## config.mk

```make
export PLATFORM = sky130hd
export DESIGN_NAME = nx_instr_fetch_arbiter
export DESIGN_NICKNAME = d
export VERILOG_FILES = /design/src/rtl/nx_fetch_pkg.sv /design/src/rtl/nx_rr_arbiter_2.sv /design/src/rtl/nx_instr_fetch_arbiter.sv
export SDC_FILE = /design/constraint.sdc
export NUM_CORES = 1
export LEC_CHECK = 0
export ABC_AREA = 1
export CAP_MARGIN = 30
export CORE_MARGIN = 3
export CORE_UTILIZATION = 60
export CTS_BUF_LIST = sky130_fd_sc_hd__clkbuf_2
export DETAILED_ROUTE_END_ITERATION = 6
export DONT_BUFFER_PORTS = 1
export PLACE_DENSITY_LB_ADDON = 0.2
export SYNTH_ARGS = -nofsm -noshare
export SYNTH_HDL_FRONTEND = slang
export SYNTH_SLANG_ARGS = --single-unit
```

## constraint.sdc

```tcl
create_clock -name clk_i -period 1.7 [get_ports clk_i]
set_clock_uncertainty 0.05 [all_clocks]
set_input_delay 0.17 -clock clk_i [delete_from_list [all_inputs] [get_ports clk_i]]
set_output_delay 0.17 -clock clk_i [all_outputs]
set_load 0.01 [all_outputs]
```

## src/rtl/nx_fetch_pkg.sv

```systemverilog
// Shared types and sizing for the instruction-fetch arbiter slice.
// Grant encoding plus default RAM depth and the per-core region size derived from it.
package nx_fetch_pkg;

    typedef enum logic [1:0] {
        GRANT_NONE,
        GRANT_LOAD,
        GRANT_CORE_0,
        GRANT_CORE_1
    } grant_e;

    localparam int NX_MAX_INSTRS   = 512;
    localparam int NX_ADDR_W       = $clog2(NX_MAX_INSTRS);
    localparam int NX_REGION_DEPTH = NX_MAX_INSTRS / 2;

    function automatic int region_depth(input int max_instrs);
        return max_instrs / 2;
    endfunction

endpackage

```

## src/rtl/nx_rr_arbiter_2.sv

```systemverilog
// Two-requester round-robin arbiter; the last-grant register only advances when adv_i is high.
// The grant itself is combinational, so the caller can qualify or override it in the same cycle.
module nx_rr_arbiter_2 (
    input  logic       clk_i,
    input  logic       rst_i,
    input  logic [1:0] req_i,
    input  logic       adv_i,
    output logic [1:0] gnt_o
);

    // Set means requester 1 won most recently, so requester 0 wins the next tie.
    logic last_q;

    always_comb begin
        gnt_o = 2'b00;
        case (req_i)
            2'b01:   gnt_o = 2'b01;
            2'b10:   gnt_o = 2'b10;
            2'b11:   gnt_o = last_q ? 2'b01 : 2'b10;
            default: gnt_o = 2'b00;
        endcase
    end

    always_ff @(posedge clk_i) begin
        if (rst_i) begin
            last_q <= 1'b1;
        end else if (adv_i && (gnt_o != 2'b00)) begin
            last_q <= gnt_o[1];
        end
    end

endmodule

```

## src/rtl/nx_instr_fetch_arbiter.sv

```systemverilog
// Shares one 1-cycle-latency instruction RAM between the loader (top priority) and two cores.
// Optional per-core stall counters are enabled by defining NX_FETCH_STALL_STATS_EN.
module nx_instr_fetch_arbiter
    import nx_fetch_pkg::*;
#(
    parameter int INSTR_WIDTH     = 15,
    parameter int MAX_INSTRS      = NX_MAX_INSTRS,
    parameter int STALL_CNT_WIDTH = 16
) (
    input  logic                          clk_i,
    input  logic                          rst_i,
    input  logic                          store_core_i,
    input  logic [INSTR_WIDTH-1:0]        store_data_i,
    input  logic                          store_valid_i,
    output logic [$clog2(MAX_INSTRS)-1:0] core_0_populated_o,
    output logic [$clog2(MAX_INSTRS)-1:0] core_1_populated_o,
    input  logic [$clog2(MAX_INSTRS)-1:0] core_0_addr_i,
    input  logic                          core_0_rd_i,
    output logic [INSTR_WIDTH-1:0]        core_0_data_o,
    output logic                          core_0_stall_o,
    input  logic [$clog2(MAX_INSTRS)-1:0] core_1_addr_i,
    input  logic                          core_1_rd_i,
    output logic [INSTR_WIDTH-1:0]        core_1_data_o,
    output logic                          core_1_stall_o,
    output logic [$clog2(MAX_INSTRS)-1:0] ram_addr_o,
    output logic [INSTR_WIDTH-1:0]        ram_wr_data_o,
    output logic                          ram_wr_en_o,
    output logic                          ram_rd_en_o,
    input  logic [INSTR_WIDTH-1:0]        ram_rd_data_i,
    output logic                          overflow_o,
    output logic [STALL_CNT_WIDTH-1:0]    core_0_stalls_o,
    output logic [STALL_CNT_WIDTH-1:0]    core_1_stalls_o
);

    localparam int            AW     = $clog2(MAX_INSTRS);
    localparam logic [AW-1:0] REGION = AW'(region_depth(MAX_INSTRS));

    grant_e           grant;
    logic [1:0]       rr_gnt;
    logic [AW-1:0]    pop_0, pop_1, ld_pop;
    logic             ld_full;
    logic             vld_p1;
    logic             core_p1;
    logic [INSTR_WIDTH-1:0] data_0_p1, data_1_p1;
    logic             unused_addr_msb;

    assign unused_addr_msb = core_0_addr_i[AW-1] ^ core_1_addr_i[AW-1];

    // A load cycle must not consume a core's turn, so the rotation is frozen while loading.
    nx_rr_arbiter_2 u_rr (
        .clk_i (clk_i),
        .rst_i (rst_i),
        .req_i ({core_1_rd_i, core_0_rd_i}),
        .adv_i (~store_valid_i),
        .gnt_o (rr_gnt)
    );

    assign ld_pop  = store_core_i ? pop_1 : pop_0;
    assign ld_full = (ld_pop == REGION);

    always_comb begin
        grant = GRANT_NONE;
        if (store_valid_i)  grant = GRANT_LOAD;
        else if (rr_gnt[0]) grant = GRANT_CORE_0;
        else if (rr_gnt[1]) grant = GRANT_CORE_1;
    end

    always_comb begin
        ram_addr_o    = '0;
        ram_wr_data_o = '0;
        ram_wr_en_o   = 1'b0;
        ram_rd_en_o   = 1'b0;
        case (grant)
            GRANT_LOAD: begin
                ram_addr_o    = {store_core_i, ld_pop[AW-2:0]};
                ram_wr_data_o = store_data_i;
                ram_wr_en_o   = ~ld_full;
            end
            GRANT_CORE_0: begin
                ram_addr_o  = {1'b0, core_0_addr_i[AW-2:0]};
                ram_rd_en_o = 1'b1;
            end
            GRANT_CORE_1: begin
                ram_addr_o  = {1'b1, core_1_addr_i[AW-2:0]};
                ram_rd_en_o = 1'b1;
            end
            default: ;
        endcase
    end

    assign core_0_stall_o = core_0_rd_i & (grant != GRANT_CORE_0);
    assign core_1_stall_o = core_1_rd_i & (grant != GRANT_CORE_1);

    // Stage p0 -> p1: remember which core owns the read in flight, capture its word next edge.
    always_ff @(posedge clk_i) begin
        if (rst_i) begin
            pop_0      <= '0;
            pop_1      <= '0;
            overflow_o <= 1'b0;
            vld_p1     <= 1'b0;
            core_p1    <= 1'b0;
            data_0_p1  <= '0;
            data_1_p1  <= '0;
        end else begin
            if (store_valid_i) begin
                if (ld_full)           overflow_o <= 1'b1;
                else if (store_core_i) pop_1 <= pop_1 + AW'(1);
                else                   pop_0 <= pop_0 + AW'(1);
            end
            vld_p1  <= (grant == GRANT_CORE_0) || (grant == GRANT_CORE_1);
            core_p1 <= (grant == GRANT_CORE_1);
            if (vld_p1) begin
                if (core_p1) data_1_p1 <= ram_rd_data_i;
                else         data_0_p1 <= ram_rd_data_i;
            end
        end
    end

    assign core_0_populated_o = pop_0;
    assign core_1_populated_o = pop_1;
    assign core_0_data_o      = data_0_p1;
    assign core_1_data_o      = data_1_p1;

`ifdef NX_FETCH_STALL_STATS_EN
    logic [STALL_CNT_WIDTH-1:0] stalls_0, stalls_1;

    function automatic logic [STALL_CNT_WIDTH-1:0] sat_inc(input logic [STALL_CNT_WIDTH-1:0] v);
        return (v == '1) ? v : v + STALL_CNT_WIDTH'(1);
    endfunction

    always_ff @(posedge clk_i) begin
        if (rst_i) begin
            stalls_0 <= '0;
            stalls_1 <= '0;
        end else begin
            if (core_0_stall_o) stalls_0 <= sat_inc(stalls_0);
            if (core_1_stall_o) stalls_1 <= sat_inc(stalls_1);
        end
    end

    assign core_0_stalls_o = stalls_0;
    assign core_1_stalls_o = stalls_1;
`else
    assign core_0_stalls_o = '0;
    assign core_1_stalls_o = '0;
`endif

endmodule
```

==> flow_metrics.py, run 1 <==
metrics = {
    "outcome": {
        "status": "complete, no violations",
    },
    "detailed_routing": {
        "drtAntennaViolNets": 0,
        "first_pass_iters": 4,
        "finalWirelength_um": 8230,
        "via_count": 2824,
        "routedWlPerCell_um": 15.4,
        "dr.first_iter.drc_count": 141,
        "drc": 0,
        "viasPerCell": 5.29,
    },
    "synth": {
        "ys_async_sr_fraction_pct": 0,
        "synth_top_family_by_area": "simple AND/OR/NAND/NOR gates",
        "synth_top_area_share_pct": 36.1,
        "synth_area_per_cell_um2": 6.64,
        "yosys_warnings": 0,
        "synth_fa_ha_area_share_pct": 0.868,
        "synth_simple_gate_area_share_pct": 31.3,
        "synthCells": 434,
        "netlist_area_um2": 2880,
        "synth_compound_area_share_pct": 11.2,
        "ys_types": 29,
        "yosys.area_share.xor_xnor_pct": 2.73,
        "yosys-top-cells-count": "97 x nand2_1, 76 x nor2_1, 52 x dfxtp_1",
        "post-synth-top-count-cell": "nand2_1",
        "ys_ff_latch": 52,
        "synthTopCellsByArea": "dfxtp_1 36%, nand2_1 13%, nor2_1 9.9%",
        "synth_area_leader_cell": "dfxtp_1",
        "ys_seq_area_share_pct": 36.1,
        "synth_edf_count": 0,
        "synthMuxAreaShare_pct": 0,
        "synth_ff_type": "dfxtp_1",
    },
    "timing": {
        "fin_hold_ws_ns": 0.0506,
        "setup_viol": 0,
        "fmax_mhz": 610,
        "rsz0062_at_grt": "true",
        "min_period_ns": 1.64,
        "period_share_pct": 96.4,
        "tightest_slew_ns": 0.907,
        "max-slew-margin-rel_pct": 39.3,
        "finalHoldViolCount": 0,
        "report.final.slew_viol_count": 0,
        "worst_slack_ns": 0.0618,
    },
    "run": {
        "cap_violations": 0,
    },
    "final_layout": {
        "post-route-cell-area_um2": 3430,
        "fin_nets": 537,
        "post-route-util_pct": 76.2,
        "area_growth_pct": 19.1,
        "drive_gt1_share_pct": 19.9,
        "num_antenna_cells": 0,
    },
    "clock_tree": {
        "clock_latency_ns": 0.44,
        "cts_tree": "built",
        "numCtsBuffers": 5,
        "htreeDepth": 2,
        "clk_path_buf_depth": 2,
        "path_clk_slew_ns": 0.28,
        "root_buffer": "clkbuf_2",
        "cts.sinks": 52,
    },
    "place": {
        "pre_cts_ws_ns": 0.156,
        "place_congestion": 0.858,
        "hpwl_um": 5740,
        "post_dp_cell_area_um2": 2960,
        "port_buffers": 0,
    },
    "power_and_ir_drop": {
        "p_int_mw": 1.66,
        "p_switching_uw": 691,
        "p_total_mw": 2.35,
        "power_frac_clock_pct": 28.4,
        "p_leak_nw": 1.61,
        "pwr_density_cell_nw_per_um2": 685,
        "swShare_pct": 29.4,
        "seqPwrFrac_pct": 55.4,
        "ir_drop_v": 0.000500,
        "power_frac_comb_pct": 16.2,
    },
    "global_route": {
        "use_met3_pct": 8.44,
        "track_usage_pct": 27.4,
        "grt_pass1_vias": 2440,
        "use_met2_pct": 47.7,
        "grt-busiest-layer": "met2",
        "grt_max_degree": 21,
        "grt_pass1_wl_um": 11600,
        "antenna_found_initial": 0,
        "met1_usage_pct": 31.5,
        "grt-ovfl-total": 0,
    },
    "floorplanning": {
        "placementRows": 24,
        "core-area_um2": 4500,
        "die_w_um": 75.3,
        "fp.dieArea_um2": 5670,
        "io_pins": 163,
        "chipHeight_um": 75.3,
        "initial_core_util_pct": 64.0,
    },
    "critical_path": {
        "cp_max_fo": 4,
        "cp.arrival_ns": 1.42,
        "cp_top_family": "simple AND/OR/NAND/NOR gates",
        "start_kind": "flip-flop",
        "path_cells": "inv_2 -> nand2_1 -> nand2_2 -> nand2_2 -> nor2_4 -> a31oi_4",
        "cp-end-kind": "output pin",
        "cp_common_cell": "nand2_2",
        "criticalPathCategory": "reg -> out",
        "max_stage_delay_ns": 0.40,
        "slowest_stage": "dfxtp_2",
        "path_buf_inv": 1,
        "required_ns": 1.48,
    },
    "worst_hold_path": {
        "holdCritPathClass": "in -> reg",
    },
}
-- cell usage in the layout, fill, tap and decap left out, types with 18 or more instances in the layout --
cell type	instances
a21oi_1	19
buf_4	30
conb_1	32
dfxtp_1	40
dlygate4sd3_1	25
inv_1	37
nand2_1	82
nand2_2	18
nand3_1	25
nor2_1	70
o21ai_0	30
-- path summary, 6_finish.rpt --
| kind | slack [ns] | start | to | cells after the start |
|---|---|---|---|---|
| min | 0.05 | rst_i | overflow_o | 3 |
| min reg2reg | 0.44 | u_rr.last_q | u_rr.last_q | 2 |
| max reg2reg | 0.07 | core_0_populated_o[5] | core_1_populated_o[3] | 10 |
| max | 0.06 | core_1_populated_o[0] | ram_wr_en_o | 6 |
-- per-layer routing --
layer,wire (um),share of wire [%]
met1,3080,37
met2,4250,52
met3,723,8.8
met4,183,2.2
met5,0,0
-- power groups by stage --
stage | logic (mW) | registers, mW | clock network, mW
finish | 0.381 | 1.30 | 0.668
global route | 0.426 | 1.31 | 0.724
CTS | 0.354 | 1.30 | 0.687
detailed placement | 0.288 | 1.32 | 0
global placement | 0.281 | 1.32 | 0
floorplan | 0.288 | 1.32 | 0
-- through the flow --
stage	TNS, ns	instances
floorplan	0	465
global placement	0	496
detailed placement	0	496
CTS	0	530
global route	-0.202	534
finish	0	534
-- layout make-up --
type                            count  area, um2
Inverter                           47        181
Fill cell                         362       1070
Tap cell                           52       65.1
Multi-Input combinational cell    317       1540
Timing Repair Buffer               58        518
Sequential cell                    52       1060
Clock buffer                        6       30.0
Clock inverter                      2       38.8
-- sequential cells by signal (all words and copies together) (netlist names) --
name / flops
core_0_data_o: 15
core_1_data_o: 15
core_0_populated_o: 9
core_1_populated_o: 9
core_p1: 1
overflow_o: 1
u_rr.last_q: 1
vld_p1: 1
-- tightest hold or removal path, cell delays in order --
cell and delay, ns:
inv_1 0.10, buf_12 0.18, o21a_1 0.09
-- cells by family (layout without fill, tap and decap cells) --
family / count (synthesis) / after routing
other cells: 1 / 32
simple gates: 214 / 214
flops: 52 / 52
xor+xnor: 9 / 9
buf+inv: 96 / 113
fa+ha+maj: 2 / 2
compound gates: 60 / 60
-- what timing repair did --
item	in CTS	in global routing
hold endpoints to repair	51	17
buffers inserted	2	3
hold buffers	24	1
endpoints found under the setup margin	11	33
pin swaps	4	18
resized for setup	12	41
Power figures use the tool's default switching activity.
==> run 2, diff against run 1 <==
--- a/config.mk
+++ b/config.mk
@@ -9,7 +9,6 @@
 export CAP_MARGIN = 30
 export CORE_MARGIN = 3
 export CORE_UTILIZATION = 60
-export CTS_BUF_LIST = sky130_fd_sc_hd__clkbuf_2
 export DETAILED_ROUTE_END_ITERATION = 6
 export DONT_BUFFER_PORTS = 1
 export PLACE_DENSITY_LB_ADDON = 0.2
==> flow_metrics.py, run 2 (synthesis results as in run 1) <==
metrics = {
    "outcome": {
        "status": "complete, no violations",
    },
    "floorplanning": {
        "fp.dieArea_um2": 5670,
        "io_pins": 163,
        "core-area_um2": 4500,
        "die_w_um": 75.3,
        "chipHeight_um": 75.3,
        "initial_core_util_pct": 64.0,
        "placementRows": 24,
    },
    "detailed_routing": {
        "routedWlPerCell_um": 15.0,
        "via_count": 2752,
        "viasPerCell": 5.27,
        "drc": 0,
        "drtAntennaViolNets": 0,
        "finalWirelength_um": 7840,
        "dr.first_iter.drc_count": 192,
        "first_pass_iters": 4,
    },
    "clock_tree": {
        "numCtsBuffers": 5,
        "root_buffer": "clkbuf_8",
        "cts.sinks": 52,
        "cts_tree": "built",
        "path_clk_slew_ns": 0.10,
        "clock_latency_ns": 0.31,
        "htreeDepth": 2,
        "clk_path_buf_depth": 2,
    },
    "worst_hold_path": {
        "holdCritPathClass": "in -> reg",
    },
    "global_route": {
        "grt_pass1_wl_um": 11200,
        "antenna_found_initial": 0,
        "grt-ovfl-total": 0,
        "grt_pass1_vias": 2346,
        "grt_max_degree": 21,
        "track_usage_pct": 26.0,
    },
    "final_layout": {
        "area_growth_pct": 12.8,
        "num_antenna_cells": 0,
        "stdcell_count": 522,
        "drive_gt1_share_pct": 10.9,
        "nFillCells": 371,
        "fin_nets": 525,
        "layout_common_cells": "97 x nand2_1, 74 x nor2_1, 52 x dfxtp_1, 45 x inv_1, 32 x conb_1",
        "final_common_cell": "nand2_1",
        "post-route-util_pct": 72.2,
        "post-route-cell-area_um2": 3250,
    },
    "place": {
        "hpwl_um": 5740,
        "post_dp_cell_area_um2": 2960,
        "dp_cells": 496,
        "place_congestion": 0.858,
        "pre_cts_ws_ns": 0.156,
        "port_buffers": 0,
    },
    "critical_path": {
        "cp_top_family": "flip-flops",
        "path_buf_inv": 1,
        "max_stage_delay_ns": 0.38,
        "cp.arrival_ns": 1.40,
        "required_ns": 1.48,
        "cp-end-kind": "output pin",
        "criticalPathCategory": "reg -> out",
        "cp_common_cell": "nand2_1",
        "cp_max_fo": 4,
        "slowest_stage": "dfxtp_1",
        "start_kind": "flip-flop",
        "path_cells": "inv_1 -> nand2_1 -> nand2_1 -> nand2_1 -> nor2_2 -> a31oi_1",
    },
    "power_and_ir_drop": {
        "pwr_density_cell_nw_per_um2": 767,
        "p_total_mw": 2.50,
        "p_leak_nw": 1.54,
        "ir_drop_v": 0.000543,
    },
    "timing": {
        "min_period_ns": 1.62,
        "setup_tns_ns": 0,
        "fmax_mhz": 616,
        "period_share_pct": 95.5,
        "max-slew-margin-rel_pct": 38.9,
        "rsz0062_at_grt": "false",
        "finalHoldViolCount": 0,
        "tightest_slew_ns": 0.913,
        "report.final.slew_viol_count": 0,
        "setup_viol": 0,
        "worst_slack_ns": 0.0763,
        "fin_hold_ws_ns": 0.00638,
    },
    "run": {
        "cap_violations": 0,
    },
}
==> run 2: cell count changes in the layout (fill, tap and decap cells not counted), moves of 8 or more <==
cell           before  now
inv_1              37   45
dfxtp_2            12    0
inv_2               8    0
dfxtp_1            40   52
nand2_2            18    3
nand2_1            82   97
dlygate4sd3_1      25   16
==> run 2: final timing paths <==
kind	start	end	slack, ns	cells after the start
hold reg to reg	u_rr.last_q	u_rr.last_q	0.42	2
setup reg to reg	core_0_populated_o[3]	core_1_populated_o[3]	0.14	9
hold / removal	ram_rd_data_i[2]	core_1_data_o[2]	0.006	2
setup / recovery	core_1_populated_o[0]	ram_wr_en_o	0.08	6
==> run 2: worst register-to-register path, stage by stage, from the launching register on <==
cell	delay, ns
dfxtp_1	0.32
inv_1	0.13
nand2_1	0.10
nand2_2	0.09
nand2_2	0.05
nor2_2	0.16
nand3_4	0.16
buf_4	0.21
nand3_1	0.07
a21oi_1	0.09
==> run 2: layer usage <==
layer	GRT usage [%]	share of wire, %	routed length, um
met1	31.7	40	3110
met2	45.9	50	3950
met3	5.41	8.7	679
met4	7.96	1.2	91
met5	0	0	0
==> run 2: power by group <==
group	switching (mW)	total [mW]	internal (mW)
logic	0.225	0.334	0.109
clock network	0.422	0.867	0.446
registers	0.0382	1.29	1.26
total	0.685	2.50	1.81
==> run 2: cell type report <==
type	instances	area [um2]	area share, %
inverters	47	180	5.54
clock inverters	2	38.8	1.19
flip-flops and latches	52	1040	32.0
well taps	52	65.1	2.00
repair buffers	46	398	12.2
multi-input cells	317	1460	44.8
clock buffers	6	72.6	2.23
==> run 2: repair_timing <==
action	CTS	global route
hold buffers	16	0
endpoints found under the hold margin	47	0
setup endpoints to repair	2	12
gates resized for setup	1	2
setup buffers	0	2
cloned	0	0
pin swaps	0	0
